$ cat src/rtl/jump_controller_pkg.sv
// Shared constants for the branch/jump redirect logic.
package jump_controller_pkg;

    localparam int unsigned ADDR_W  = 32;
    localparam int unsigned FUNC3_W = 3;

    // Branch-type encodings carried in the instruction's funct3 field
    localparam logic [FUNC3_W-1:0] F3_BEQ  = 3'b000;
    localparam logic [FUNC3_W-1:0] F3_BNE  = 3'b001;
    localparam logic [FUNC3_W-1:0] F3_BLT  = 3'b100;
    localparam logic [FUNC3_W-1:0] F3_BGE  = 3'b101;
    localparam logic [FUNC3_W-1:0] F3_BLTU = 3'b110;
    localparam logic [FUNC3_W-1:0] F3_BGEU = 3'b111;

endpackage : jump_controller_pkg

$ cat src/rtl/branch_condition_eval.sv
// Combinational branch condition from funct3 and the ALU compare flags.
module branch_condition_eval
    import jump_controller_pkg::*;
(
    input  logic [FUNC3_W-1:0] func3,
    input  logic               zero,
    input  logic               sign_lt,
    input  logic               unsigned_lt,
    output logic               cond_c
);

    // Decode funct3; reserved encodings (010, 011) never take the branch
    always_comb begin
        cond_c = 1'b0;
        case (func3)
            F3_BEQ:  cond_c = zero;
            F3_BNE:  cond_c = ~zero;
            F3_BLT:  cond_c = sign_lt & ~zero;
            F3_BGE:  cond_c = ~sign_lt | zero;
            F3_BLTU: cond_c = unsigned_lt & ~zero;
            F3_BGEU: cond_c = ~unsigned_lt | zero;
            default: cond_c = 1'b0;
        endcase
    end

endmodule : branch_condition_eval

$ cat src/rtl/jump_controller.sv
// PC redirect controller: selects the jump/branch target and registers
// the redirect and pipeline-flush controls with one cycle of latency.
module jump_controller
    import jump_controller_pkg::*;
(
    input  logic               CLK,
    input  logic               RESET,
    input  logic [ADDR_W-1:0]  BRANCH_ADDR,
    input  logic [ADDR_W-1:0]  JUMP_I,
    input  logic [FUNC3_W-1:0] FUNC3,
    input  logic               BRANCH,
    input  logic               JUMP,
    input  logic               ZERO,
    input  logic               SIGN,
    input  logic               UNSIGNED,
    output logic [ADDR_W-1:0]  BRANCH_OR_JUMP_ADDR,
    output logic               PC_MUX_CONTROL,
    output logic               REG_FLUSH
);

    logic              cond_c;
    logic              taken_c;
    logic [ADDR_W-1:0] target_c;

    branch_condition_eval u_cond (
        .func3       (FUNC3),
        .zero        (ZERO),
        .sign_lt     (SIGN),
        .unsigned_lt (UNSIGNED),
        .cond_c      (cond_c)
    );

    // Jump wins over branch; target choice does not depend on taken
    always_comb begin
        taken_c  = JUMP | (BRANCH & cond_c);
        target_c = JUMP ? JUMP_I : BRANCH_ADDR;
    end

    // Output registers; flush always mirrors the PC mux select
    always_ff @(posedge CLK) begin
        if (RESET) begin
            BRANCH_OR_JUMP_ADDR <= '0;
            PC_MUX_CONTROL      <= 1'b0;
            REG_FLUSH           <= 1'b0;
        end else begin
            BRANCH_OR_JUMP_ADDR <= target_c;
            PC_MUX_CONTROL      <= taken_c;
            REG_FLUSH           <= taken_c;
        end
    end

endmodule : jump_controller

$ cat config.mk
export PLATFORM = sky130hd
export DESIGN_NAME = jump_controller
export DESIGN_NICKNAME = d
export VERILOG_FILES = /design/src/rtl/jump_controller_pkg.sv /design/src/rtl/branch_condition_eval.sv /design/src/rtl/jump_controller.sv
export SDC_FILE = /design/constraint.sdc
export NUM_CORES = 1
export LEC_CHECK = 0
export BUFFER_PORTS_ARGS = -buffer_cell sky130_fd_sc_hd__buf_4
export CAP_MARGIN = 40
export CORE_MARGIN = 2
export CORE_UTILIZATION = 34
export CTS_CLUSTER_SIZE = 20
export DETAILED_ROUTE_END_ITERATION = 7
export PLACE_DENSITY_LB_ADDON = 0.25
export SKIP_LAST_GASP = 1
export SYNTH_ARGS = -nofsm -noshare
export SYNTH_HDL_FRONTEND = slang
export SYNTH_HIERARCHICAL = 1
export SYNTH_SLANG_ARGS = --single-unit
$ cat constraint.sdc
create_clock -name CLK -period 0.8 [get_ports CLK]
set_input_delay 0 -clock CLK [delete_from_list [all_inputs] [get_ports CLK]]
set_output_delay 0 -clock CLK [all_outputs]
set_load 0.005 [all_outputs]
== After elaboration in Yosys (flattened, before gate mapping) ==
Index checks and enable logic that the tools add are counted.
Widths: inputs -> output; s select.
Word-level totals
  logic and storage cells: 19
  output and inout port bits: 34
  input bits: 74
  register bits after elaboration: 33
Operators by class
  reductions and logical operators: 1
  mux-type cells: 2
  equality and inequality tests: 5
  bitwise logic cells: 9
Operator list (count)
  $mux 32: 1
  $eq 3x3->1 const B: 4
  $pmux 1 s6: 1
  $and 1x1->1: 3
  $eq 3x1->1 const B: 1
  $logic_not 3->1: 1
  $not 1->1: 3
  $or 1x1->1: 3

== Logic depth before layout (Yosys ltp) ==
Gate-level depths: netlist (run 1).
  depth after elaboration: 5
  gate-level depth with buffers: 6
  depth with buffers taken out: 6

== Modules after synthesis ==
Netlist (run 1), hierarchy kept.
Modules (own cells, without submodules)
  jump_controller: area each 1206.2 um2, sequential area each 660.6 um2, times used 1, cells an instance 108
  branch_condition_eval: area each 70.1 um2, sequential area each 0.0 um2, times used 1, cells an instance 10

== Worst setup path before layout (run 1) ==
No wires, ideal clock.
  path kind: input-to-reg
  start: in FUNC3[1]
  end: reg REG_FLUSH
  stages on the path: 6
  library setup time: 114 ps
  required time: 686 ps
  slack: 68 ps
  arrival: 618 ps
  path buffers: 0
  cell sequence: nor2b_1 > o21ai_0 > o21ai_0 > a21o_1 > a21oi_1 > nor2_1
On the way
  word-level cells in the longest chain between the ends: 4
  elaborated cells on any way between the ends: 9
  those cells by class: 5 x eq/ne; 1 x mux; 2 x bitwise; 1 x reduce/logical
RTL lines
  from (decl): line jump_controller.sv:10  | input logic [FUNC3_W-1:0] FUNC3,
  $eq 3x3->1, or another cell as far along: line branch_condition_eval.sv:15  | case (func3)
  $pmux 1 s6 *: line branch_condition_eval.sv:15
  via cond_c: line jump_controller.sv:21  | logic cond_c;
  $and 1x1->1 *: line jump_controller.sv:35  | taken_c = JUMP | (BRANCH & cond_c);
  $or 1x1->1 *: line jump_controller.sv:35
  to (signal assigned): line jump_controller.sv:48  | REG_FLUSH <= taken_c;
  to (decl): line jump_controller.sv:18  | output logic REG_FLUSH
Mark *: on every way through the listed nets, which the timed path passes. The rest lies on a longest branch.
A chain may end at the register's enable or synchronous reset.

== Worst setup path after layout (run 1) ==
  start: in JUMP_I[24]
  end: reg BRANCH_OR_JUMP_ADDR[24]
On the way
  word-level cells in the longest chain between the ends: 1
RTL lines
  from (decl): line jump_controller.sv:9  | input logic [ADDR_W-1:0] JUMP_I,
  $mux 32: line jump_controller.sv:36  | target_c = JUMP ? JUMP_I : BRANCH_ADDR;
  to (signal assigned): line jump_controller.sv:46  | BRANCH_OR_JUMP_ADDR <= target_c;
  to (decl): line jump_controller.sv:16  | output logic [ADDR_W-1:0] BRANCH_OR_JUMP_ADDR,
Every way passes these cells.

==> impl_metrics.toml, run 1 <==
[synth]
ys_ff_latch = 33
synthesis.nets = 192
ys_warn_count = 6
syn_area_per_cell_um2 = 10.8
syn_area_um2 = 1280
synth_area_leaders = "dfxtp_1 (52%), mux2i_1 (26%), nor2_1 (10%)"
netlist_instances = 118
yosys.area.top_type = "dfxtp_1"
seq_area_frac_synth_pct = 51.8
ys_types = 15
synth_top_area_share_pct = 51.8

[grt]
grt_use_total_pct = 23.6
grt_pass1_vias = 1645
grt.overflow.total = 0
grt_max_degree = 34
grt_first_pass_wirelength_um = 7460
antenna_found_initial = 0

[placed_design]
place_ws_ns = -0.113
placed_cell_area_um2 = 2090
portBuffers = 107
gp_congestion = 0.736
dp_hpwl_um = 2460

[clock_network]
cts.sinks = 33
root_buffer = "clkbuf_8"
cts_buffers = 5
cts_tree = "built"
clkTransAtPathRegs_ns = 0.06
clockBufferDepth = 2
ctsHtreeMaxLevel = 2

[setup_path]
cp_max_fo = 1
critPathLaunchType = "input port"
cp_data_required_time_ns = 0.95
crit_type = "in2reg"
worstPathArrival_ns = 0.93
crit_start = "JUMP_I[24]"
endpoint_kind = "flop"
cp-endpoint = "BRANCH_OR_JUMP_ADDR[24]"

[cells_and_area]
drive_gt1_share_pct = 39.7
register_area_um2 = 661
final_core_util_pct = 77.7
fillers = 254
final_cell_area_um2 = 2820
n_antenna_cell = 0
multi_input_area_um2 = 519
area.growth.synth_to_final_pct = 121
layout.nets = 365

[route]
drtIter0Drc = 56
num_vias = 1467
first_pass_iters = 4
postRouteAntennaNets = 0
drc = 0
avgRoutedWirePerCell_um = 13.8
routed_wl_um = 4700
vias_per_cell = 4.31

[die]
boundaryPins = 108
core-area_um2 = 3630
die_area_um2 = 4260
die_w_um = 65.3
start_util_pct = 35.1
std_cell_rows = 22
die_height_um = 65.3

[pwr]
ir_worst_vdd_v = 0.00125
p_per_area_nw_per_um2 = 1410
leakage_nw = 1.43
p_total_mw = 3.97

[job]
drv_cap = 0

[timing]
clock.fmax_mhz = 1290
setup_ws_ns = 0.0250
final-hold-violation-count = 0
max_slew_margin_pct = 76.7
whs_ns = 0.0897
worstMarginPinSlew_ns = 0.350
setup_violations = 0
drv_slew = 0
rsz0062_at_grt = "no"
fin_crit_ns = 0.775
min_period_over_period_pct = 96.9

[run_status]
outcome = "complete, no violations"

[hold_path]
hold_class = "in2reg"
-- critical path, stage by stage --
cell,delay [ns]
dlygate4sd3_1,0.57
buf_4,0.15
mux2i_1,0.15
nor2_1,0.06
-- what timing repair did --
| action | in CTS | in global routing |
|---|---|---|
| hold endpoints to repair | 33 | 0 |
| setup endpoints to repair | 0 | 1 |
| hold buffers | 65 | 0 |
| setup buffers | 0 | 0 |
| resized for setup | 0 | 1 |
-- worst min path at each step --
stage / start / to / slack [ns] / cells after the start
2_1_floorplan: BRANCH / REG_FLUSH / 0.14 / 2
3_3_place_gp: BRANCH_ADDR[27] / BRANCH_OR_JUMP_ADDR[27] / 0.23 / 3
3_5_place_dp: BRANCH_ADDR[5] / BRANCH_OR_JUMP_ADDR[5] / 0.24 / 3
4_1_cts: FUNC3[2] / REG_FLUSH / 0.09 / 4
5_1_grt: RESET / BRANCH_OR_JUMP_ADDR[16] / 0.12 / 2
6_report: FUNC3[2] / REG_FLUSH / 0.09 / 4
-- layout make-up --
| type | count | area share (%) |
|---|---|---|
| multi-input cells | 76 | 18.4 |
| well taps | 48 | 2.13 |
| clock buffers | 8 | 2.84 |
| repair buffers | 175 | 53.3 |
| flip-flops and latches | 33 | 23.4 |
-- report_power, final --
part / internal (mW) / switching [mW] / leakage [nW]
clock network: 0.618 / 0.550 / 0.0395
registers: 1.75 / 0.0300 / 0.275
logic: 0.696 / 0.327 / 1.11
total: 3.07 / 0.907 / 1.43
-- layer usage --
metal,part of all wire (%),track usage [%],vias to the layer above,wire length [µm]
li1,-,-,734,-
met1,33,21.0,658,1540
met2,58,48.2,63,2710
met3,6.8,7.02,12,320
met4,2.7,9.38,0,127
met5,0,0,-,0
-- synthesized netlist by cell type, drive strengths merged --
library cell / instances
o21ai: 2
clkbuf: 2
a21o: 1
mux2i: 33
dfxtp: 33
xor2: 1
a211oi: 1
nor2: 35
buf: 7
nor2b: 1
nand3b: 1
a21oi: 1
-- stage by stage --
stage	TNS, ns	std cells
floorplan	0	118
global placement	-0.102	267
detailed placement	-0.113	267
CTS	0	340
global route	0	340
finish	0	340
-- cells by family (layout without fill, tap and decap cells) --
group                     count (synthesis)  count (layout)  synth area share (%)
and+or+nand+nor                          37              37                  11.4
muxes                                    33              33                  25.9
AOI/OAI and AO/OA                         5               5                  2.74
buffers and inverters                     9             183                  7.55
xor gates and xnor gates                  1               1                 0.686
DFF                                      33              33                  51.8
-- state kept, by name, summed over array words and instances, names as in the netlist --
signal	cells
REG_FLUSH	1
BRANCH_OR_JUMP_ADDR	32
-- layout by cell type, fill, tap and decap left out, types with 2 or more instances in the layout --
cell type / instances
clkbuf_1: 3
mux2i_1: 33
dlygate4sd3_1: 64
buf_12: 2
clkbuf_8: 5
nor2_1: 35
dfxtp_1: 33
buf_4: 108
o21ai_0: 2
Power figures use the tool's default switching activity.
==> run 2, diff against run 1 <==
--- a/config.mk
+++ b/config.mk
@@ -7,6 +7,7 @@
 export LEC_CHECK = 0
 export BUFFER_PORTS_ARGS = -buffer_cell sky130_fd_sc_hd__buf_4
 export CAP_MARGIN = 40
+export CORE_ASPECT_RATIO = 0.8
 export CORE_MARGIN = 2
 export CORE_UTILIZATION = 34
 export CTS_CLUSTER_SIZE = 20
==> impl_metrics.toml, run 2 (same netlist as run 1, synthesis figures left out) <==
[run_status]
outcome = "complete, no violations"

[die]
start_util_pct = 36.3
die_w_um = 72.5
std_cell_rows = 19
boundaryPins = 108
die_height_um = 58.8
core-area_um2 = 3520
die_area_um2 = 4260

[pwr]
leakage_nw = 1.42
ir_worst_vdd_v = 0.00111
p_total_mw = 3.99
p_per_area_nw_per_um2 = 1410

[setup_path]
crit_type = "in2reg"
worstPathArrival_ns = 0.94
cp_data_required_time_ns = 0.96
critPathLaunchType = "input port"
cp_max_fo = 1
endpoint_kind = "flop"

[cells_and_area]
layout.nets = 365
final_cell_area_um2 = 2830
register_area_um2 = 661
drive_gt1_share_pct = 40.8
largest_reg_flops = 32
largest-register = "BRANCH_OR_JUMP_ADDR"
final_common_cell = "buf_4"
reg_top3 = "BRANCH_OR_JUMP_ADDR x32, REG_FLUSH x1"
multi_input_area_um2 = 538
fillers = 221
n_antenna_cell = 0
area.growth.synth_to_final_pct = 122
mostFrequentLayoutCells = "buf_4 (108), dlygate4sd3_1 (65), nor2_1 (34), dfxtp_1 (33), mux2i_1 (31)"

[clock_network]
clkTransAtPathRegs_ns = 0.07
clockBufferDepth = 2
cts.sinks = 33
cts_tree = "built"
cts_buffers = 5
post_cts_buffers = 0
root_buffer = "clkbuf_8"
ctsHtreeMaxLevel = 2

[route]
drtIter0Drc = 86
drc = 0
first_pass_iters = 4
num_vias = 1478
postRouteAntennaNets = 0
avgRoutedWirePerCell_um = 13.9
routed_wl_um = 4630
vias_per_cell = 4.43

[hold_path]
hp-start = "JUMP"
whs_path_depth = 3
hold_class = "in2reg"
hold_path_end = "BRANCH_OR_JUMP_ADDR[18]"

[timing]
setup_violations = 0
fin_crit_ns = 0.779
final-hold-violation-count = 0
max_slew_margin_pct = 77.2
tns_ns = 0
rsz0062_at_grt = "no"
clock.fmax_mhz = 1280
drv_slew = 0
min_period_over_period_pct = 97.4
setup_ws_ns = 0.0211
worstMarginPinSlew_ns = 0.343
whs_ns = 0.0697

[placed_design]
placed_cell_area_um2 = 2080
portBuffers = 107
gp_congestion = 0.694
place_ws_ns = -0.108

[job]
drv_cap = 0

[grt]
antenna_found_initial = 0
grt_use_total_pct = 22.9
grt_max_degree = 34
grt_pass1_vias = 1553
grt_first_pass_wirelength_um = 7120
grt.overflow.total = 0
## run 2: cell count changes in the layout (fill, tap and decap cells not counted)
| cell | delta |
|---|---|
| nor2_2 | +1 |
| nor2_1 | -1 |
| mux2i_1 | -2 |
| dlymetal6s4s_1 | -1 |
| mux2i_2 | +1 |
| mux2i_4 | +1 |
| dlygate4sd3_1 | +1 |
## run 2: worst max path at each step
stage,from,to,depth (start not counted)
after floorplan,FUNC3[1],REG_FLUSH,6
after global placement,FUNC3[1],REG_FLUSH,7
after detailed placement,FUNC3[1],REG_FLUSH,7
after CTS,REG_FLUSH,PC_MUX_CONTROL,1
after global routing,JUMP_I[21],BRANCH_OR_JUMP_ADDR[21],4
final,JUMP_I[21],BRANCH_OR_JUMP_ADDR[21],4
## run 2: area by class of cell
type                       count  area share, %
tap                           42           1.86
sequential                    33           23.3
timing repair buffer         175           53.0
clock buffer                   8           2.83
multi-input combinational     76           19.0
## run 2: repair_timing
item                                    CTS  global route
endpoints found under the setup margin    0             2
gates resized for setup                   0             4
hold buffers                             65             0
hold endpoints to repair                 33             0
## run 2: power by group
part	internal, mW	total, mW	leakage, nW	switching (mW)
combinational	0.703	1.04	1.10	0.338
sequential	1.75	1.79	0.275	0.0311
clock	0.617	1.17	0.0395	0.548
## run 2: per-stage QoR
step	utilization [%]	std cells
6_report	80.5	334
4_1_cts	80.0	334
5_1_grt	80.5	334
2_1_floorplan	-	118
3_3_place_gp	59.2	261
3_5_place_dp	59.2	261
## run 2: worst max-delay path, stage by stage
cell and delay, ns:
dlygate4sd3_1 0.56, buf_4 0.14, mux2i_2 0.18, nor2_1 0.05
## run 2: layer usage
layer	up-vias	global-route usage [%]	wire length, µm
met5	-	0	0
met4	0	10.1	60
met3	6	7.02	317
met2	61	46.0	2600
met1	675	21.2	1650
li1	736	-	-
==> run 3, diff against run 2 <==
--- a/config.mk
+++ b/config.mk
@@ -7,11 +7,11 @@
 export LEC_CHECK = 0
 export BUFFER_PORTS_ARGS = -buffer_cell sky130_fd_sc_hd__buf_4
 export CAP_MARGIN = 40
-export CORE_ASPECT_RATIO = 0.8
-export CORE_MARGIN = 2
+export CORE_ASPECT_RATIO = 0.7
 export CORE_UTILIZATION = 34
 export CTS_CLUSTER_SIZE = 20
 export DETAILED_ROUTE_END_ITERATION = 7
+export GPL_TIMING_DRIVEN = 1
 export PLACE_DENSITY_LB_ADDON = 0.25
 export SKIP_LAST_GASP = 1
 export SYNTH_ARGS = -nofsm -noshare
==> impl_metrics.toml, run 3 (same netlist as run 1, synthesis figures left out) <==
[run_status]
outcome = "complete, no violations"

[route]
first_pass_iters = 4
drc = 0
avgRoutedWirePerCell_um = 13.7
drtIter0Drc = 34
vias_per_cell = 4.33
num_vias = 1481
postRouteAntennaNets = 0
routed_wl_um = 4700

[setup_path]
endpoint_kind = "flop"
cp_max_fo = 1
crit_type = "in2reg"
max_stage_delay_ns = 0.56
crit_slowest_cell = "dlygate4sd3_1"
crit_chain = "dlygate4sd3_1, buf_4, mux2i_1, nor2_1"
worstPathArrival_ns = 0.95
cp_data_required_time_ns = 0.96
critPathLaunchType = "input port"

[pwr]
p_total_mw = 3.99
ir_worst_vdd_v = 0.00102
p_per_area_nw_per_um2 = 1410
leakage_nw = 1.42

[placed_design]
placed_cell_area_um2 = 2090
place_ws_ns = -0.131
gp_congestion = 0.646
portBuffers = 107
dp.cells = 269

[die]
start_util_pct = 35.9
die_height_um = 53.3
std_cell_rows = 18
die_area_um2 = 4010
die_w_um = 75.2
core-area_um2 = 3560
boundaryPins = 108

[cells_and_area]
final_common_cell = "buf_4"
drive_gt1_share_pct = 40.1
area.growth.synth_to_final_pct = 122
n_antenna_cell = 0
fillers = 232
mostFrequentLayoutCells = "buf_4 (108), dlygate4sd3_1 (65), nor2_1 (35), dfxtp_1 (33), mux2i_1 (32)"
layout.cells.non_filler = 342
largest_reg_flops = 32
reg_top3 = "BRANCH_OR_JUMP_ADDR x32, REG_FLUSH x1"
largest-register = "BRANCH_OR_JUMP_ADDR"
layout.nets = 365
final_core_util_pct = 79.5
final_cell_area_um2 = 2830

[grt]
grt_max_degree = 34
grt_first_pass_wirelength_um = 6530
grt_use_total_pct = 23.7
grt.overflow.total = 0
antenna_found_initial = 0
grt_pass1_vias = 1454

[timing]
setup_ws_ns = 0.0107
fin_crit_ns = 0.789
clock.fmax_mhz = 1270
tns_ns = 0
min_period_over_period_pct = 98.7
drv_slew = 0
max_slew_margin_pct = 76.6
whs_ns = 0.0877
worstMarginPinSlew_ns = 0.351
final-hold-violation-count = 0
setup_violations = 0

[clock_network]
cts_buffers = 5
root_buffer = "clkbuf_8"
clkTransAtPathRegs_ns = 0.07
cts_tree = "built"
cts.sinks = 33
clockBufferDepth = 2
ctsHtreeMaxLevel = 2

[hold_path]
hold_class = "in2reg"

[job]
drv_cap = 0
-- run 3: cell type report --
type                            count  area (µm²)  share of cell area [%]
Timing Repair Buffer              175        1500                    53.1
Sequential cell                    33         661                    23.4
Tap cell                           50        62.6                    2.21
Multi-Input combinational cell     76         523                    18.5
Clock buffer                        8        80.1                    2.83
-- run 3: routing by layer --
| metal | GRT usage (%) | share of wire, % |
|---|---|---|
| met1 | 23.0 | 37 |
| met2 | 44.0 | 52 |
| met3 | 9.33 | 8.6 |
| met4 | 11.4 | 2.7 |
| met5 | 0 | 0 |
-- run 3: worst paths after layout --
check / startpoint / endpoint / slack, ns / depth (start not counted)
worst max-delay path: JUMP_I[27] / BRANCH_OR_JUMP_ADDR[27] / 0.01 / 4
worst min-delay path: FUNC3[2] / REG_FLUSH / 0.09 / 4
-- run 3: report_power, final --
part | internal, mW | switching [mW] | total, mW
registers | 1.76 | 0.0335 | 1.79
logic | 0.697 | 0.330 | 1.03
clock network | 0.617 | 0.557 | 1.17
total | 3.07 | 0.920 | 3.99
-- run 3: repair_timing --
action	4_1_cts	5_1_grt
gates resized for setup	0	1
endpoints found under the hold margin	33	0
setup buffers	0	0
setup endpoints to repair	0	1
hold buffers	65	0
-- run 3: worst max-delay path, delay by kind of cell --
kind,cells,cell delay [ns]
and+or+nand+nor,1,0.06
buffers and inverters,2,0.71
muxes,1,0.19
